**src/rtl/dca_matrix_lsu_rdata_aligner_pkg.sv**
```systemverilog
// Shared definitions for the matrix LSU read-data aligner: descriptor packing,
// offset gating helper and the FSM state encoding.
package dca_matrix_lsu_rdata_aligner_pkg;

  localparam int BW_AXI_ALEN = 8;

  typedef enum logic [1:0] {
    ST_IDLE    = 2'd0,
    ST_COLLECT = 2'd1,
    ST_OUTPUT  = 2'd2
  } state_e;

  // Descriptor is {flag1, flag0, alen, bitaddr}.
  function automatic int txn_info_width(input int bw_bitaddr);
    return 2 + BW_AXI_ALEN + bw_bitaddr;
  endfunction

  // Bit mask applied to the bit-address offset: [2:0] sub-byte, [bw_offset-1:3] multi-byte.
  function automatic int offset_mask(input int bw_offset, input bit multibyte, input bit subbyte);
    int m;
    m = 0;
    for (int i = 0; i < bw_offset; i++) begin
      if ((i < 3 && subbyte) || (i >= 3 && multibyte)) m = m | (1 << i);
    end
    return m;
  endfunction

endpackage

```
**src/rtl/dca_rdata_beat_packer.sv**
```systemverilog
// Staging buffer for the R beats of one burst: beat counter, placement of each
// beat at its slot, and discard of beats beyond the buffer depth.
module dca_rdata_beat_packer
  import dca_matrix_lsu_rdata_aligner_pkg::*;
#(
  parameter int BW_AXI_DATA = 32,
  parameter int BW_ROW      = 64
) (
  input  logic                          clk,
  input  logic                          rstnn,
  input  logic                          i_clear,
  input  logic                          i_beat_hs,
  input  logic [BW_AXI_DATA-1:0]        i_rdata,
  input  logic [BW_AXI_ALEN-1:0]        i_alen,
  output logic                          o_last_beat,
  output logic [BW_ROW+BW_AXI_DATA-1:0] o_stage_merged
);

  localparam int BW_STAGE  = BW_ROW + BW_AXI_DATA;
  localparam int MAX_BEATS = BW_STAGE / BW_AXI_DATA;

  logic [BW_STAGE-1:0]    r_stage;
  logic [BW_AXI_ALEN-1:0] r_beat_cnt;

  assign o_last_beat = (r_beat_cnt == i_alen);

  // Stage contents including the beat being accepted this cycle, so the final
  // beat can be aligned without an extra cycle.
  // NOTE: every always_comb output gets its default first; a path that skips
  // an assignment would otherwise infer a latch.
  always_comb begin
    o_stage_merged = r_stage;
    for (int b = 0; b < MAX_BEATS; b++) begin
      if (i_beat_hs && (r_beat_cnt == BW_AXI_ALEN'(b))) begin
        o_stage_merged[b*BW_AXI_DATA +: BW_AXI_DATA] = i_rdata;
      end
    end
  end

  // NOTE: the stage is a plain register bank, not a RAM, so it is reset and
  // cleared per burst; unwritten slots must read as zero for the shifter.
  // NOTE: sequential state uses non-blocking assignments only, so every
  // register samples pre-edge values regardless of block order.
  always_ff @(posedge clk or negedge rstnn) begin
    if (!rstnn) begin
      r_stage    <= '0;
      r_beat_cnt <= '0;
    end else if (i_clear) begin
      r_stage    <= '0;
      r_beat_cnt <= '0;
    end else if (i_beat_hs) begin
      r_stage <= o_stage_merged;
      if (!o_last_beat) r_beat_cnt <= r_beat_cnt + BW_AXI_ALEN'(1);
    end
  end

endmodule

```
**src/rtl/dca_matrix_lsu_rdata_aligner.sv**
```systemverilog
// Matrix LSU read-data aligner: collects one AXI R burst and right-shifts it by
// the bit-address offset into one memory row. Optional macro:
// DCA_MATRIX_LSU_RDATA_ALIGNER_RLAST_CHECK_EN adds the sticky err_rlast output.
module dca_matrix_lsu_rdata_aligner
  import dca_matrix_lsu_rdata_aligner_pkg::*;
#(
  parameter int BW_AXI_DATA       = 32,
  parameter int BW_ROW            = 64,
  parameter int BW_BITADDR        = 35,
  parameter int SUPPORT_MULTIBYTE = 1,
  parameter int SUPPORT_SUBBYTE   = 1,
  localparam int BW_TXN_INFO      = txn_info_width(BW_BITADDR)
) (
  input  logic                   clk,
  input  logic                   rstnn,
  input  logic                   txn_valid,
  output logic                   txn_ready,
  input  logic [BW_TXN_INFO-1:0] txn_info,
  input  logic                   rvalid,
  output logic                   rready,
  input  logic [BW_AXI_DATA-1:0] rdata,
  input  logic                   rlast,
`ifdef DCA_MATRIX_LSU_RDATA_ALIGNER_RLAST_CHECK_EN
  output logic                   err_rlast,
`endif
  output logic                   row_valid,
  input  logic                   row_ready,
  output logic [BW_ROW-1:0]      row_data,
  output logic [BW_TXN_INFO-1:0] row_txn_info
);

  localparam int BW_OFFSET = $clog2(BW_AXI_DATA);
  localparam int BW_STAGE  = BW_ROW + BW_AXI_DATA;
  localparam logic [BW_OFFSET-1:0] OFFSET_MASK =
    BW_OFFSET'(offset_mask(BW_OFFSET, SUPPORT_MULTIBYTE != 0, SUPPORT_SUBBYTE != 0));

  state_e                 r_state, w_state_next;
  logic [BW_TXN_INFO-1:0] r_txn_info;
  logic [BW_ROW-1:0]      r_row_data;
  logic                   w_txn_hs, w_r_hs, w_row_hs, w_last_beat;
  logic [BW_STAGE-1:0]    w_stage_merged, w_shifted;
  logic [BW_OFFSET-1:0]   w_offset;
  logic                   w_unused_bits;

  assign w_txn_hs = txn_valid & txn_ready;
  assign w_r_hs   = rvalid & rready;
  assign w_row_hs = row_valid & row_ready;

  dca_rdata_beat_packer #(
    .BW_AXI_DATA (BW_AXI_DATA),
    .BW_ROW      (BW_ROW)
  ) u_packer (
    .clk            (clk),
    .rstnn          (rstnn),
    .i_clear        (w_txn_hs),
    .i_beat_hs      (w_r_hs),
    .i_rdata        (rdata),
    .i_alen         (r_txn_info[BW_BITADDR +: BW_AXI_ALEN]),
    .o_last_beat    (w_last_beat),
    .o_stage_merged (w_stage_merged)
  );

  assign w_offset  = r_txn_info[BW_OFFSET-1:0] & OFFSET_MASK;
  assign w_shifted = w_stage_merged >> w_offset;

  always_comb begin
    w_state_next = r_state;
    txn_ready    = 1'b0;
    rready       = 1'b0;
    row_valid    = 1'b0;
    case (r_state)
      ST_IDLE: begin
        txn_ready = 1'b1;
        if (w_txn_hs) w_state_next = ST_COLLECT;
      end
      ST_COLLECT: begin
        rready = 1'b1;
        if (w_r_hs && w_last_beat) w_state_next = ST_OUTPUT;
      end
      ST_OUTPUT: begin
        row_valid = 1'b1;
        txn_ready = row_ready;
        // A waiting descriptor is taken together with the row: no idle bubble.
        if (w_row_hs) w_state_next = txn_valid ? ST_COLLECT : ST_IDLE;
      end
      default: w_state_next = ST_IDLE;
    endcase
  end

  always_ff @(posedge clk or negedge rstnn) begin
    if (!rstnn) begin
      r_state    <= ST_IDLE;
      r_txn_info <= '0;
      r_row_data <= '0;
    end else begin
      r_state <= w_state_next;
      if (w_txn_hs) r_txn_info <= txn_info;
      if (w_r_hs && w_last_beat) r_row_data <= w_shifted[BW_ROW-1:0];
    end
  end

  assign row_data     = r_row_data;
  assign row_txn_info = r_txn_info;

`ifdef DCA_MATRIX_LSU_RDATA_ALIGNER_RLAST_CHECK_EN
  logic r_err_rlast;

  // rlast must coincide exactly with the alen-defined final beat.
  always_ff @(posedge clk or negedge rstnn) begin
    if (!rstnn) r_err_rlast <= 1'b0;
    else if (w_r_hs && (rlast != w_last_beat)) r_err_rlast <= 1'b1;
  end

  assign err_rlast     = r_err_rlast;
  assign w_unused_bits = &{1'b0, w_shifted[BW_STAGE-1:BW_ROW]};
`else
  assign w_unused_bits = &{1'b0, w_shifted[BW_STAGE-1:BW_ROW], rlast};
`endif

endmodule
```
**config.mk**
```make
export PLATFORM = sky130hd
export DESIGN_NAME = dca_matrix_lsu_rdata_aligner
export DESIGN_NICKNAME = d
export VERILOG_FILES = /design/src/rtl/dca_matrix_lsu_rdata_aligner_pkg.sv /design/src/rtl/dca_rdata_beat_packer.sv /design/src/rtl/dca_matrix_lsu_rdata_aligner.sv
export SDC_FILE = /design/constraint.sdc
export NUM_CORES = 1
export LEC_CHECK = 0
export BUFFER_PORTS_ARGS = -buffer_cell sky130_fd_sc_hd__buf_2
export CAP_MARGIN = 20
export CORE_ASPECT_RATIO = 1.25
export CORE_MARGIN = 4
export CORE_UTILIZATION = 53
export CTS_CLUSTER_SIZE = 28
export DETAILED_ROUTE_END_ITERATION = 7
export PLACE_DENSITY = 0.86
export REMOVE_ABC_BUFFERS = 1
export SYNTH_ARGS = -nofsm -noshare
export SYNTH_HDL_FRONTEND = slang
export SYNTH_SLANG_ARGS = --single-unit
```
**constraint.sdc**
```tcl
create_clock -name clk -period 3.6 [get_ports clk]
set_clock_uncertainty 0.1 [all_clocks]
set_input_delay 0.54 -clock clk [delete_from_list [all_inputs] [get_ports clk]]
set_output_delay 0.54 -clock clk [all_outputs]
set_load 0.01 [all_outputs]
```
==> flow_summary.ini <==
[synthesis]
proportion_of_netlist_area_held_by_the_largest_area_contributor = 0.368
post_synth.cell_area_avg_um2 = 9.22
synthesis.area_um2 = 14600
postSynthCellCount = 1581
postSynth.topFlopCell = dfrtp_1
synth.yosys.seq_area_share = 0.368
postSynth.asyncResetShare = 1.00
synth_edf_count = 0
yosys.cell_types.count = 73
largest_cells_by_area_after_synthesis = dfrtp_1, mux4_2, nand2_1
synthDominantAreaCellType = dfrtp_1
yosys_warnings = 0
netlist_top_cells_count = nand2_1, dfrtp_1, clkbuf_1
yosys.cell_count.top_type = nand2_1
synth.ff_latch_count = 214

[sta]
fin_tns_setup_ns = 0
finalMaxSlewViolations = 0
final_min_period_over_clock_period = 0.966
worst_pin_slew_ns = 0.946
finalWorstSetupSlack_ns = 0.122
max_clock_freq_mhz = 288
timing.final.hold_violations = 0
finalSetupViolCount = 0
finalWorstPathRequiredPeriod_ns = 3.48
holdWs_ns = 0.0950
slew-limit-headroom = 0.369

[layout]
stdcell_count = 2090
layout.nets = 1818
areaGrowthSynthToFinish_pct = 15.6
antennaDiodeCount = 0
drive_gt1_frac = 0.252

[critical_path]
cp_data_arrival_time_ns = 3.77
timing.critical_path.slowest_cell_delay_ns = 0.71
timing.critical_path.slowest_stage_cell = mux4_1
crit_buf_inv = 1
timing.critical_path.max_delay_family = multiplexers
path_max_fanout = 18
critical_path.endpoint_type = register
worstPathRequired_ns = 3.89
worst_setup_sp_type = register
cp_cell_sequence = or4_4 > nor3_4 > buf_12 > mux4_1 > mux4_2 > mux2i_1 > o221ai_1
timing_worst_setup_path_type = register to register

[routing]
firstDrtPassIters = 6
initialDrtViolationCount = 1870
wl_um = 53900
drt_drc_violations_left = 0
ant_nets = 0
detail_route.vias_per_cell = 6.79
vias = 14200
detail_route.wl_per_cell_um = 25.8

[clock_network]
cts-buffers-inserted = 22
worstSkewPairLatency_ns = 0.54
cts.sinks = 214
clk_pin_slew_worst_paths_ns = 0.06
clock_path_buffers = 3
cts_root_buf = clkbuf_16
tritoncts = built
number_of_h_tree_levels = 1

[pwr]
power_leakage_nw = 7.94
p_per_area_nw_per_um2 = 1030
total_power_mw = 17.4
power.ir.vdd_worst_v = 0.000537

[global_route]
grt_use_met3 = 0.0769
grt_util_met2 = 0.547
grt_pass1_wl_um = 82800
grt-ovfl-total = 0
global_route.usage.met1 = 0.437
initial_antenna_violation_count = 0
grt_start_max_net_pins = 103
top_usage_layer = met2
vias_in_the_first_global_route = 13800
globalRouteTotalUtil = 0.349

[place]
place_inst = 2049
gp_congestion = 1.05
port_buffers = 193
place_hpwl_um = 39400
preCtsSetupSlack_ns = 0.124

[floorplan]
io-pin-count = 195
row_count = 67
placeableCoreArea_um2 = 27000
initial_utilization = 0.540
floorplan.die_area_um2 = 30200
die_width_um = 156
fp.dieH_um = 193

[worst_hold_path]
worstHoldPathType = primary input to register

[outcome]
run_status = finished, final reports clean

[job]
max_cap_viol_count = 0
==> metal layers <==
layer  part of all wire  wire, um
met5                  0         0
met4              0.079      4230
met3               0.10      5600
met2               0.46     25000
met1               0.35     19100
==> placed cells by master, fill, tap and decap left out, drive strengths merged, types with 4 or more instances in the layout <==
cell     Yosys  routed
a2111oi     24      24
a211o        6       6
a211oi      13      13
a21oi       14      14
a221o       16      16
a222oi       5       5
a22o        14      14
a22oi       47      47
a32oi       26      26
and2        14      14
buf         34     270
clkbuf     112      36
dfrtp      214     214
ha           4       4
inv         11      11
mux2        19      19
mux2i       71      71
mux4        87      87
nand2      452     452
nand2b      41      41
nand3       64      64
nand4        7       7
nor2        65      65
nor3         6       6
o211a        5       5
o211ai      12      12
o21ai       53      53
o221ai      43      43
o22ai       12      12
o2bb2ai      4       4
or2         16      16
xnor2       10      10
xor2         5       5
==> report_power, final <==
| group | switching (mW) | leakage, nW | total [mW] | internal [mW] |
|---|---|---|---|---|
| clock network | 0.969 | 0.346 | 2.33 | 1.36 |
| registers | 0.707 | 2.79 | 4.06 | 3.36 |
| logic | 6.80 | 4.80 | 11.0 | 4.22 |
| total | 8.48 | 7.94 | 17.4 | 8.94 |
==> area by class of cell <==
type	count	area [um^2]
clock buffers	35	639
clock inverters	3	76.3
fillers	2170	10100
inverters	11	41.3
multi-input cells	1210	8650
flip-flops and latches	214	5360
well taps	345	432
repair buffers	272	1660
==> path summary, 6_finish.rpt <==
path                            slack, ns                                from  depth (start not counted)                            to
worst max-delay path                 0.12  u_packer.r_beat_cnt[4]$_DFFE_PN0P_                          7      row_data[44]$_DFFE_PN0P_
max in group asynchronous            1.94                               rstnn                          3  row_txn_info[42]$_DFFE_PN0P_
min in group asynchronous            0.49                               rstnn                          2   row_txn_info[6]$_DFFE_PN0P_
worst min-delay path                  0.1                        txn_info[43]                          3  row_txn_info[43]$_DFFE_PN0P_
worst max register to register       0.12  u_packer.r_beat_cnt[4]$_DFFE_PN0P_                          7      row_data[44]$_DFFE_PN0P_
worst min register to register       0.37        row_txn_info[16]$_DFFE_PN0P_                          2  row_txn_info[16]$_DFFE_PN0P_
==> worst reg2reg max path, cell delays in order, from the launching register on <==
cell      delay, ns
dfrtp_2        0.47
or4_4          0.56
nor3_4         0.26
buf_12         0.21
mux4_1         0.72
mux4_2         0.59
mux2i_1        0.26
o221ai_1       0.17
==> repair_timing <==
| action | 4_1_cts | 5_1_grt |
|---|---|---|
| endpoints found under the setup margin | 0 | 22 |
| hold buffers | 1 | 0 |
| hold endpoints to repair | 89 | 0 |
| setup buffers | 0 | 1 |
| gates resized for setup | 0 | 10 |
==> per-stage QoR <==
stage,instance area (um^2),utilization
after detailed placement,16100,0.595
after floorplan,14000,-
after CTS,16800,0.622
final,16800,0.624
after global placement,16100,0.595
after global routing,16800,0.624
==> cell families after synthesis <==
logic type                 count (synthesis)  share of synthesized area
and+or+nand+nor                          685                      0.202
DFF                                      214                      0.368
buffers and inverters                    157                     0.0431
adders and majority gates                  4                    0.00344
xor gates and xnor gates                  15                    0.00902
muxes                                    177                      0.201
AOI/OAI and AO/OA                        329                      0.174
==> sequential cells by signal, summed over array words and instances, names as in the netlist <==
name and cells:
u_packer.r_stage 95, row_data 64, row_txn_info 45, u_packer.r_beat_cnt 8, r_state 2
(Power assumes the default switching activity.)
